[config.mk]
export PLATFORM = sky130hd
export DESIGN_NAME = cache_ctrl
export DESIGN_NICKNAME = d
export VERILOG_FILES = /design/src/rtl/cache_pkg.sv /design/src/rtl/blk_merge.sv /design/src/rtl/cache_ctrl.sv
export SDC_FILE = /design/constraint.sdc
export NUM_CORES = 1
export LEC_CHECK = 0
export CORE_AREA = 2 2 148 150
export CTS_CLUSTER_SIZE = 25
export DETAILED_ROUTE_END_ITERATION = 16
export DIE_AREA = 0 0 150 152
export PLACE_DENSITY = 0.78
export SETUP_SLACK_MARGIN = 0.05
export SYNTH_ARGS = -nofsm -noshare
export SYNTH_HDL_FRONTEND = slang
export SYNTH_SLANG_ARGS = --single-unit
[constraint.sdc]
create_clock -name clk -period 7.5 [get_ports clk]
set_clock_uncertainty 0.05 [all_clocks]
set_input_delay 1.125 -clock clk [delete_from_list [all_inputs] [get_ports clk]]
set_output_delay 1.125 -clock clk [all_outputs]
set_load 0.02 [all_outputs]
[src/rtl/cache_pkg.sv]
// Shared geometry, address slicing and state encoding for the cache controller.
// The cache is 32 entries, direct-mapped, with one 64-bit block per entry.
package cache_pkg;

  localparam int TAG_W   = 8;
  localparam int IDX_W   = 5;
  localparam int OFF_W   = 2;
  localparam int WORD_W  = 16;
  localparam int BLK_W   = 64;
  localparam int ADDR_W  = 16;
  localparam int MADDR_W = TAG_W + IDX_W;

  // Bit positions of the fields inside the CPU byte address.
  localparam int TAG_LSB = 8;
  localparam int IDX_LSB = 3;
  localparam int OFF_LSB = 1;

  typedef enum logic [1:0] {
    IDLE   = 2'd0,
    LOOKUP = 2'd1,
    WB     = 2'd2,
    FILL   = 2'd3
  } ctrlState_e;

  function automatic logic [WORD_W-1:0] laneOf(input logic [BLK_W-1:0] blk,
                                               input logic [OFF_W-1:0] sel);
    return blk[{sel, 4'b0000} +: WORD_W];
  endfunction

endpackage

[src/rtl/blk_merge.sv]
// Replaces one 16-bit lane of a block with a store word when enabled.
// The same merge is used for store hits and for store-miss line fills.
module blk_merge
  import cache_pkg::*;
(
  input  logic [BLK_W-1:0]  block,
  input  logic [WORD_W-1:0] word,
  input  logic [OFF_W-1:0]  sel,
  input  logic              en,
  output logic [BLK_W-1:0]  merged
);

  always_comb begin
    merged = block;
    if (en) merged[{sel, 4'b0000} +: WORD_W] = word;
  end

endmodule

[src/rtl/cache_ctrl.sv]
// Load/store controller in front of the direct-mapped cache: tag compare,
// store-hit writes, and dirty write-back plus block fill on a miss.
//
// state  | meaning
// IDLE   | waiting for cpu_req; latches the request when it arrives
// LOOKUP | cache read port shows the indexed line; decide hit or miss
// WB     | writing the dirty victim block back to memory
// FILL   | fetching the requested block; cache written on mem_ack
module cache_ctrl
  import cache_pkg::*;
#(
  parameter int CNT_W = 16
) (
  input  logic               clk,
  input  logic               rstn,
  input  logic               cpu_req,
  input  logic               cpu_wr,
  input  logic [ADDR_W-1:0]  cpu_addr,
  input  logic [WORD_W-1:0]  cpu_wdata,
  output logic               cpu_busy,
  output logic               cpu_done,
  output logic [WORD_W-1:0]  cpu_rdata,
  output logic [IDX_W-1:0]   c_index,
  output logic [TAG_W-1:0]   c_tag,
  output logic               c_dirty,
  output logic [BLK_W-1:0]   c_block,
  output logic               c_wr,
  input  logic [TAG_W-1:0]   c_otag,
  input  logic [BLK_W-1:0]   c_oblock,
  input  logic               c_ovalid,
  input  logic               c_odirty,
  output logic               mem_req,
  output logic               mem_wr,
  output logic [MADDR_W-1:0] mem_addr,
  output logic [BLK_W-1:0]   mem_wdata,
  input  logic [BLK_W-1:0]   mem_rdata,
  input  logic               mem_ack,
  output logic [CNT_W-1:0]   hit_cnt,
  output logic [CNT_W-1:0]   miss_cnt
);

  ctrlState_e state, nextState;

  logic [TAG_W-1:0]  reqTag;
  logic [IDX_W-1:0]  reqIdx;
  logic [OFF_W-1:0]  reqOff;
  logic              reqWr;
  logic [WORD_W-1:0] reqWdata;
  logic [TAG_W-1:0]  vicTag;
  logic [BLK_W-1:0]  vicBlock;
  logic              hit;
  logic [BLK_W-1:0]  mergeSrc;
  logic              unusedAddrLsb;

  assign unusedAddrLsb = cpu_addr[0];
  assign hit = c_ovalid && (c_otag == reqTag);

  blk_merge uMerge (
    .block  (mergeSrc),
    .word   (reqWdata),
    .sel    (reqOff),
    .en     (reqWr),
    .merged (c_block)
  );

  always_ff @(posedge clk) begin
    if (!rstn) state <= IDLE;
    else       state <= nextState;
  end

  always_comb begin
    nextState = state;
    case (state)
      IDLE:    if (cpu_req) nextState = LOOKUP;
      LOOKUP: begin
        if (hit)                        nextState = IDLE;
        else if (c_ovalid && c_odirty)  nextState = WB;
        else                            nextState = FILL;
      end
      WB:      if (mem_ack) nextState = FILL;
      FILL:    if (mem_ack) nextState = IDLE;
      default: nextState = IDLE;
    endcase
  end

  always_comb begin
    cpu_busy  = (state != IDLE);
    c_index   = reqIdx;
    c_tag     = reqTag;
    c_wr      = 1'b0;
    c_dirty   = 1'b0;
    mergeSrc  = mem_rdata;
    mem_addr  = {reqTag, reqIdx};
    mem_wdata = vicBlock;
    case (state)
      LOOKUP: begin
        c_wr     = hit && reqWr;
        c_dirty  = 1'b1;
        mergeSrc = c_oblock;
      end
      WB:      mem_addr = {vicTag, reqIdx};
      FILL: begin
        c_wr    = mem_ack;
        c_dirty = reqWr;
      end
      default: ;
    endcase
  end

  // Victim tag/block are captured at the miss so WB outputs cannot drift.
  always_ff @(posedge clk) begin
    if (!rstn) begin
      cpu_done  <= 1'b0;
      cpu_rdata <= '0;
      mem_req   <= 1'b0;
      mem_wr    <= 1'b0;
      hit_cnt   <= '0;
      miss_cnt  <= '0;
      reqTag    <= '0;
      reqIdx    <= '0;
      reqOff    <= '0;
      reqWr     <= 1'b0;
      reqWdata  <= '0;
      vicTag    <= '0;
      vicBlock  <= '0;
    end else begin
      cpu_done <= 1'b0;
      case (state)
        IDLE: begin
          if (cpu_req) begin
            reqTag   <= cpu_addr[TAG_LSB +: TAG_W];
            reqIdx   <= cpu_addr[IDX_LSB +: IDX_W];
            reqOff   <= cpu_addr[OFF_LSB +: OFF_W];
            reqWr    <= cpu_wr;
            reqWdata <= cpu_wdata;
          end
        end
        LOOKUP: begin
          if (hit) begin
            cpu_done <= 1'b1;
            hit_cnt  <= hit_cnt + CNT_W'(1);
            if (!reqWr) cpu_rdata <= laneOf(c_oblock, reqOff);
          end else begin
            miss_cnt <= miss_cnt + CNT_W'(1);
            mem_req  <= 1'b1;
            mem_wr   <= c_ovalid && c_odirty;
            vicTag   <= c_otag;
            vicBlock <= c_oblock;
          end
        end
        WB: begin
          if (mem_ack) mem_wr <= 1'b0;
        end
        FILL: begin
          if (mem_ack) begin
            mem_req  <= 1'b0;
            cpu_done <= 1'b1;
            if (!reqWr) cpu_rdata <= laneOf(mem_rdata, reqOff);
          end
        end
        default: ;
      endcase
    end
  end

endmodule
==> results of run 1 <==
## synthesized netlist by cell type (9+ instances only)
library cell	instances	area share
a21oi_1	137	0.080
and3_1	10	0.0073
buf_2	22	0.013
clkbuf_1	63	0.028
dfxtp_1	157	0.37
inv_1	9	0.0040
mux2i_1	81	0.095
mux4_2	16	0.042
nand2_1	379	0.17
nand3_1	45	0.026
o2111ai_1	16	0.016
o21ai_0	77	0.045
o31ai_1	15	0.013
or3_1	11	0.0081
or4_1	14	0.012
xnor2_1	10	0.010
## critical path: stages, from the launching register on
cell	delay, ns
dfxtp_1	0.45
inv_2	0.56
ha_1	0.25
and2_1	0.60
and3_1	0.81
nand2_1	0.11
o21ai_0	0.13
clkdlybuf4s50_1	0.67
## power by group
group / leakage (nW) / switching (mW) / internal (mW)
clock: 0.308 / 0.391 / 0.561
combinational: 2.99 / 0.452 / 0.377
sequential: 1.28 / 0.0582 / 0.894
## cell families after synthesis
family,share of synthesized area
AO/OA/AOI/OAI,0.163
XOR/XNOR,0.0113
adder cells (fa/ha/maj),0.0103
buffers and inverters,0.0507
flip-flops,0.368
multiplexers,0.148
AND/OR/NAND/NOR,0.249
## flip-flops by register name, indices dropped and copies added (netlist names), 2 cells and up, named ones only
signal,flops
c_tag,8
reqOff,2
reqWdata,16
vicTag,8
miss_cnt,16
mem_wdata,64
hit_cnt,16
cpu_rdata,16
c_index,5
## per-layer routing
metal | up-vias | part of all wire | routed length, µm
met1 | 4660 | 0.41 | 15100
met3 | 90 | 0.094 | 3420
li1 | 4563 | - | -
met4 | 4 | 0.040 | 1460
met2 | 539 | 0.45 | 16600
met5 | - | 0.00060 | 22
## worst paths after layout
check / slack [ns] / endpoint / depth (start not counted)
setup reg to reg: 4.71 / miss_cnt[15]$_SDFFE_PN0P_ / 5
hold reg to reg: 0.40 / mem_wdata[14]$_SDFFE_PN0P_ / 2
setup / recovery: 2.27 / c_block[8] / 7
hold / removal: 0.40 / mem_wdata[14]$_SDFFE_PN0P_ / 2
## metrics by stage
| stage | setup slack [ns] | area [µm²] | std cells | util | hold WS [ns] |
|---|---|---|---|---|---|
| after floorplan | 3.93 | 8540 | 1132 | - | 0.384 |
| after global placement | 2.83 | 12400 | 1713 | 0.582 | 0.391 |
| after detailed placement | 2.71 | 12400 | 1713 | 0.582 | 0.396 |
| after CTS | 2.26 | 13100 | 1745 | 0.612 | 0.406 |
| after global routing | 2.04 | 13100 | 1748 | 0.612 | 0.423 |
| final | 2.27 | 13100 | 1749 | 0.613 | 0.403 |
## cell type report
type,count,share of cell area
clock inverter,12,0.0131
multi-input combinational,873,0.382
tap,280,0.0268
antenna,4,0.000765
sequential,157,0.240
timing repair buffer,393,0.298
clock buffer,20,0.0357
inverter,10,0.00306
==> results.json, run 1 <==
{
  "vias": 9856,
  "cts.sink_count": 157,
  "gp_congestion": 0.917,
  "cts-buffers-inserted": 17,
  "cts_setup_buffers": 0,
  "worstSetupPathType": "flop to primary output",
  "period_share": 0.697,
  "synth_edf_count": 0,
  "drv.max_cap_violation_count": 0,
  "critical_path_endpoint_category": "primary output",
  "cts_max_path_buffers": 2,
  "cts.htree.levels": 4,
  "post-route-drc-count": 0,
  "clkLatencyLatePin_ns": 0.43,
  "total_design_power_mw": 2.73,
  "route.detailed.wl_per_inst_um": 20.9,
  "fin_setup_tns_ns": 0,
  "finalWorstPathRequiredPeriod_ns": 5.23,
  "ys_dominant_reg_cell": "dfxtp_1",
  "outcome": "finished clean",
  "coreArea_um2": 21400,
  "layout.cells.most_common_list": "381 x clkdlybuf4s50_1, 379 x nand2_1, 157 x dfxtp_1",
  "first_global_vias": 9071,
  "finalWirelength_mm": 36.5,
  "final-setup-viol-count": 0,
  "antenna_found_initial": 6,
  "sequential_cell_area_um2": 3140,
  "postSynthRegisterBits": 157,
  "power.leakage_nw": 4.58,
  "cellPowerDensity_nw_per_um2": 209,
  "drt_iter0_drc": 894,
  "yosysWarnings": 0,
  "worst_hold_path_type": "flop to flop",
  "grt-ovfl-total": 0,
  "fill_cells": 1911,
  "grt.met2_usage": 0.482,
  "mostFrequentLayoutCell": "clkdlybuf4s50_1",
  "grt_max_degree": 83,
  "avg_vias_per_cell": 5.64,
  "post_cts.resized_instances": 0,
  "timing.hold.worst.start": "mem_wdata[14]$_SDFFE_PN0P_",
  "hold_viol": 0,
  "maxClockFrequency_ghz": 0.191,
  "num-nets-final": 1634,
  "clk_pin_slew_worst_paths_ns": 0.07,
  "syn_nets": 1314,
  "vdd_drop_max_mv": 0.143,
  "critical_path.max_fanout": 20,
  "setup.worst_path.start_class": "flop",
  "cp-startpoint": "reqOff[0]$_SDFFE_PN0P_",
  "top_level_ports": 383,
  "multi_input_area_um2": 4990,
  "share_of_post_route_cells_with_drive_strength_above_1": 0.0526,
  "synth.lib_cells_used.distinct": 44,
  "clock_tree_from_tritoncts": "built",
  "synth_async_sr_flop_share": 0,
  "starting_density_of_the_core": 0.400,
  "fp.dieW_um": 150,
  "count_of_hold_fix_buffers_inserted_at_cts": 0,
  "final_max_slew_viol_count": 0,
  "globalRouteMet1Util": 0.409,
  "cp_data_required_time_ns": 6.32,
  "die_h_um": 152,
  "grt_setup_unrepaired": "no",
  "design.die.area_um2": 22800,
  "timing.critical_path.arrival_ns": 4.05,
  "worst_relative_slew_slack": 0.194,
  "dpl.hpwl_mm": 26.4,
  "busiest_layer": "met2",
  "drtPass1Iterations": 7,
  "cts_root_buf": "clkbuf_16",
  "post_synth_inst_count": 1132,
  "timing_worst_slew_pin_value_ns": 1.21,
  "detail-route-antenna-nets": 0,
  "area_growth_syn_to_layout_pct": 53.2,
  "post_synth_instance_area_um2": 8540,
  "gr-usage-met3": 0.0709,
  "grt_pass1_wl_mm": 54.0,
  "synth_seq_area_share": 0.368,
  "reg2reg_from": "state[0]$_SDFFE_PN0P_",
  "grtUsageTotal": 0.309,
  "syn_avg_cell_area_um2": 7.54,
  "placement.io_buffers": 381,
  "floorplan.rows": 54
}
Power figures use the tool's default switching activity.
==> run 2: changes to the inputs <==
- CORE_AREA: 2 2 148 150 -> 2 2 161 148
- DIE_AREA: 0 0 150 152 -> 0 0 163 150
- PLACE_DENSITY: 0.78 -> 0.76
- clock period: 7.5 -> 4.3 ns (I/O delays scaled with it)
==> results.json, run 2 (synthesis results as in run 1) <==
{
  "worst-r2r-cell-count": 6,
  "clkLatencyLatePin_ns": 0.42,
  "cp_data_required_time_ns": 3.61,
  "min_to": "mem_wdata[52]$_SDFFE_PN0P_",
  "rr_endpoint": "miss_cnt[15]$_SDFFE_PN0P_",
  "share_of_post_route_cells_with_drive_strength_above_1": 0.0596,
  "setup.worst_path.start_class": "flop",
  "vias": 9833,
  "worst_relative_slew_slack": 0.181,
  "finalWorstPathRequiredPeriod_ns": 3.98,
  "clock_tree_from_tritoncts": "built",
  "num-nets-final": 1645,
  "layout.cells.most_common_list": "379 x nand2_1, 379 x clkdlybuf4s50_1, 157 x dfxtp_1",
  "area_growth_syn_to_layout_pct": 53.9,
  "share_seq_of_total_power": 0.352,
  "multi_input_area_um2": 4990,
  "grt_pass1_wl_mm": 55.0,
  "power.leakage_nw": 4.61,
  "vdd_drop_max_mv": 0.213,
  "drv.max_cap_violation_count": 0,
  "top_level_ports": 383,
  "grtUsageTotal": 0.297,
  "drtPass1Iterations": 5,
  "final_max_slew_viol_count": 0,
  "finalWorstSetupSlack_ns": 0.325,
  "antenna_found_initial": 2,
  "dpl_worst_slack_ns": 0.630,
  "number_of_flip_flops_under_the_largest_register_name": 64,
  "route.detailed.wl_per_inst_um": 21.0,
  "final-setup-viol-count": 0,
  "first_global_vias": 9079,
  "combinational_share_of_power": 0.317,
  "hold_path_depth": 2,
  "cts_setup_buffers": 0,
  "die_h_um": 150,
  "fill_cells": 2095,
  "clk_pin_slew_worst_paths_ns": 0.07,
  "sequential_cell_area_um2": 3140,
  "grt_max_degree": 75,
  "cts_root_buf": "clkbuf_16",
  "fp.dieW_um": 163,
  "floorplan.rows": 53,
  "avg_vias_per_cell": 5.52,
  "cellPowerDensity_nw_per_um2": 356,
  "outcome": "finished clean",
  "netSwitchingFraction": 0.337,
  "grt_setup_unrepaired": "no",
  "design.die.area_um2": 24500,
  "timing.hold.worst.start": "mem_wdata[52]$_SDFFE_PN0P_",
  "critical_path_endpoint_category": "primary output",
  "grt-ovfl-total": 0,
  "placement.io_buffers": 381,
  "pwr-share-clk": 0.331,
  "finalWirelength_mm": 37.4,
  "count_of_hold_fix_buffers_inserted_at_cts": 0,
  "detail-route-antenna-nets": 0,
  "timing_worst_slew_pin_value_ns": 1.22,
  "final_util": 0.574,
  "worstSetupPathType": "flop to primary output",
  "timing.critical_path.arrival_ns": 3.28,
  "internal_power_mw": 3.10,
  "starting_density_of_the_core": 0.373,
  "gp_congestion": 0.901,
  "switching_power_mw": 1.58,
  "maxClockFrequency_ghz": 0.252,
  "drt_iter0_drc": 979,
  "coreArea_um2": 22900,
  "post-route-drc-count": 0,
  "hold_viol": 0,
  "post_cts.resized_instances": 0,
  "cts.htree.levels": 4,
  "period_share": 0.924,
  "regToRegSetupSlack_ns": 1.54,
  "dpl.hpwl_mm": 27.9,
  "worst_hold_path_type": "flop to flop",
  "cts_max_path_buffers": 2,
  "fin_setup_tns_ns": 0,
  "critical_path.max_fanout": 17,
  "cts.sink_count": 157,
  "cts-buffers-inserted": 17
}
[run 2: worst max-delay path: stages, from the launching register on]
cell	delay, ns
dfxtp_1	0.59
ha_1	0.22
and2_1	0.12
buf_4	0.23
and4b_1	0.74
nand2_1	0.11
o21ai_0	0.17
clkdlybuf4s50_1	0.69
[run 2: per-stage QoR]
step / hold WS (ns) / cells / power, mW / cell area, µm²
after floorplan: 0.384 / 1132 / 2.40 / 8540
after global placement: 0.391 / 1746 / 3.13 / 12500
after detailed placement: 0.396 / 1746 / 3.15 / 12500
after CTS: 0.405 / 1778 / 4.69 / 13100
after global routing: 0.421 / 1779 / 4.86 / 13100
final: 0.403 / 1780 / 4.67 / 13100
[run 2: worst max-delay path by stage]
stage                                start           to  slack [ns]  cells after the start
floorplan           reqOff[0]$_SDFFE_PN0P_  c_block[10]        1.21                     11
global placement                 c_otag[6]         c_wr        0.67                      6
global route        reqOff[0]$_SDFFE_PN0P_  c_block[20]        0.13                      7
finish              reqOff[0]$_SDFFE_PN0P_  c_block[20]        0.32                      7
CTS                 reqOff[0]$_SDFFE_PN0P_  c_block[20]        0.31                      7
detailed placement               c_otag[6]         c_wr        0.63                      6
[run 2: power groups by stage]
stage               clock network [mW]  logic (mW)  registers, mW
finish                            1.55        1.48           1.65
global route                      1.63        1.57           1.66
CTS                               1.57        1.48           1.64
detailed placement                   0        1.47           1.68
global placement                     0        1.46           1.67
floorplan                            0       0.645           1.75
[run 2: cell type report]
class | instances | area share
Timing Repair Buffer | 404 | 0.304
Inverter | 10 | 0.00305
Multi-Input combinational cell | 873 | 0.380
Clock buffer | 19 | 0.0330
Clock inverter | 13 | 0.0116
Tap cell | 302 | 0.0288
Antenna cell | 2 | 0.000381
Sequential cell | 157 | 0.239
[run 2: metal layers]
layer	wire (µm)	part of all wire	vias up	GRT usage
met1	15200	0.41	4626	0.385
li1	-	-	4584	-
met4	1260	0.034	0	0.117
met3	3660	0.098	72	0.0773
met5	0	0	-	0
met2	17300	0.46	551	0.473
==> run 3: changes to the inputs <==
- ABC_AREA: not set -> 1
- CORE_AREA: 2 2 161 148 -> 2 2 165 150
- DIE_AREA: 0 0 163 150 -> 0 0 167 152
- PLACE_DENSITY: 0.76 -> 0.78
==> results.json, run 3 <==
{
  "post-route-drc-count": 0,
  "worst_relative_slew_slack": 0.315,
  "critical_path.max_fanout": 38,
  "grtUsageTotal": 0.316,
  "fp.dieW_um": 167,
  "mostFrequentLayoutCell": "nand2_1",
  "reg2reg_from": "c_tag[7]$_SDFFE_PN0P_",
  "share_of_post_route_cells_with_drive_strength_above_1": 0.0435,
  "total_design_power_mw": 5.80,
  "final_max_slew_viol_count": 0,
  "num-nets-final": 2007,
  "floorplan.rows": 54,
  "cts.htree.levels": 4,
  "avg_vias_per_cell": 5.46,
  "gp_congestion": 0.907,
  "starting_density_of_the_core": 0.392,
  "cts.sink_count": 157,
  "dpl_worst_slack_ns": 0.593,
  "synth.lib_cells_used.distinct": 28,
  "vias": 11700,
  "vdd_drop_max_mv": 0.220,
  "placement.io_buffers": 381,
  "antenna_found_initial": 1,
  "ys_dominant_reg_cell": "dfxtp_1",
  "final-setup-viol-count": 0,
  "cellPowerDensity_nw_per_um2": 419,
  "dpl.hpwl_mm": 30.9,
  "number_of_flip_flops_under_the_largest_register_name": 64,
  "postSynthRegisterBits": 157,
  "period_share": 0.924,
  "post_synth_inst_count": 1522,
  "drtPass1Iterations": 6,
  "post-place-cells": 2114,
  "finish.cell_count_without_fillers": 2146,
  "synth-compound-area-share": 0.177,
  "timing_worst_slew_pin_value_ns": 1.02,
  "cts_setup_buffers": 0,
  "synth_most_common_cell": "nand2_1",
  "finalWirelength_mm": 41.6,
  "setup.worst_path.start_class": "flop",
  "synth_async_sr_flop_share": 0,
  "grt-ovfl-total": 0,
  "rr_endpoint": "mem_wdata[15]$_SDFFE_PN0P_",
  "post_cts.resized_instances": 0,
  "clock_tree_from_tritoncts": "built",
  "top_level_ports": 383,
  "synth_edf_count": 0,
  "leading_post_synthesis_cells_by_cell_area": "dfxtp_1 34%, nand2_1 19%, nand3_1 12%",
  "grt_pass1_wl_mm": 63.0,
  "fin_setup_tns_ns": 0,
  "regToRegSetupSlack_ns": 1.65,
  "grt_setup_unrepaired": "no",
  "hold_path_depth": 2,
  "drv.max_cap_violation_count": 0,
  "worstSetupPathType": "flop to primary output",
  "hold_viol": 0,
  "syn_avg_cell_area_um2": 6.14,
  "synth-simple-area-share": 0.370,
  "route.detailed.wl_per_inst_um": 19.4,
  "post_synth_mux_area_share": 0,
  "power.leakage_nw": 5.33,
  "synth_fa_ha_area_frac": 0.00938,
  "synth_seq_area_share": 0.337,
  "grt_max_degree": 69,
  "post_synth_instance_area_um2": 9340,
  "first_global_vias": 10700,
  "antenna_cells_inserted": 0,
  "finalWorstSetupSlack_ns": 0.329,
  "clkLatencyLatePin_ns": 0.43,
  "worst_hold_path_type": "flop to flop",
  "design.die.area_um2": 25400,
  "detail-route-antenna-nets": 0,
  "min_to": "mem_wdata[37]$_SDFFE_PN0P_",
  "cts_max_path_buffers": 2,
  "synth_common_cells": "462 x nand2_1, 217 x nand3_1, 157 x dfxtp_1",
  "critical_path_endpoint_category": "primary output",
  "yosysWarnings": 0,
  "synth_xor_xnor_area_share": 0.0225,
  "timing.critical_path.arrival_ns": 3.28,
  "synth_largest_type_area_fraction": 0.337,
  "die_h_um": 152,
  "cts-buffers-inserted": 17,
  "outcome": "finished clean",
  "timing.hold.worst.start": "mem_wdata[37]$_SDFFE_PN0P_",
  "area_growth_syn_to_layout_pct": 48.3,
  "drt_iter0_drc": 1307,
  "syn_nets": 1704,
  "worst-r2r-cell-count": 11,
  "finalWorstPathRequiredPeriod_ns": 3.97,
  "count_of_hold_fix_buffers_inserted_at_cts": 0,
  "cts_root_buf": "clkbuf_16",
  "coreArea_um2": 23900,
  "clk_pin_slew_worst_paths_ns": 0.07,
  "cp_data_required_time_ns": 3.61,
  "synth.largest_area_cell": "dfxtp_1",
  "layout.cells.most_common_list": "460 x nand2_1, 371 x clkdlybuf4s50_1, 216 x nand3_1",
  "combinational_family_with_the_most_area_after_synthesis": "simple AND/OR/NAND/NOR gates",
  "maxClockFrequency_ghz": 0.252
}
run 3: changes by cell type after synthesis, moves of 44 or more:
cell / delta
nand2_1: +83
mux2i_1: -81
o21ai_0: +44
nand3_1: +172
nor2_1: +114
inv_1: +51
run 3: how the worst max path moves through the flow:
stage | start | endpoint | slack, ns | cells past startpoint
detailed placement | reqOff[0]$_SDFFE_PN0P_ | c_block[13] | 0.59 | 7
floorplan | reqOff[1]$_SDFFE_PN0P_ | c_block[10] | 1.04 | 9
finish | reqOff[0]$_SDFFE_PN0P_ | c_block[25] | 0.33 | 7
global placement | reqOff[0]$_SDFFE_PN0P_ | c_block[13] | 0.66 | 7
global route | reqOff[0]$_SDFFE_PN0P_ | c_block[25] | 0.13 | 7
CTS | reqOff[0]$_SDFFE_PN0P_ | c_block[13] | 0.13 | 7
run 3: layout make-up:
cell class	instances	area, µm²
Fill cell	2267	10000
Multi-Input combinational cell	1180	5430
Timing Repair Buffer	405	3990
Sequential cell	157	3140
Clock buffer	18	429
Tap cell	308	385
Inverter	64	244
Clock inverter	14	220
run 3: cell families (layout without fill, tap and decap cells):
family	Yosys count	count (layout)
flops	157	157
buf+inv	185	501
xor+xnor	24	24
simple gates	832	832
fa+ha+maj	7	7
compound gates	317	317
run 3: metal layers:
metal	wire length, µm	vias up	GRT usage
li1	-	5657	-
met1	16600	5404	0.397
met2	19700	594	0.524
met3	4150	66	0.0899
met4	1050	2	0.0977
met5	13	-	0
run 3: through the flow:
step,utilization,cell area [µm²],hold WS [ns]
CTS,0.580,13800,0.411
floorplan,-,9340,0.389
global route,0.581,13800,0.430
finish,0.581,13800,0.412
detailed placement,0.553,13200,0.401
global placement,0.553,13200,0.398
run 3: power by group:
group	internal [mW]	switching [mW]	total (mW)
registers	1.61	0.113	1.72
clock network	0.998	0.718	1.72
logic	0.936	1.43	2.36
total	3.54	2.26	5.80
run 3: worst max-delay path: stages (launching register included):
cell,delay (ns)
dfxtp_1,0.33
buf_4,0.40
ha_1,0.22
nand2_1,0.32
inv_1,0.45
nand3_1,0.27
o21ai_0,0.18
clkdlybuf4s50_1,0.65
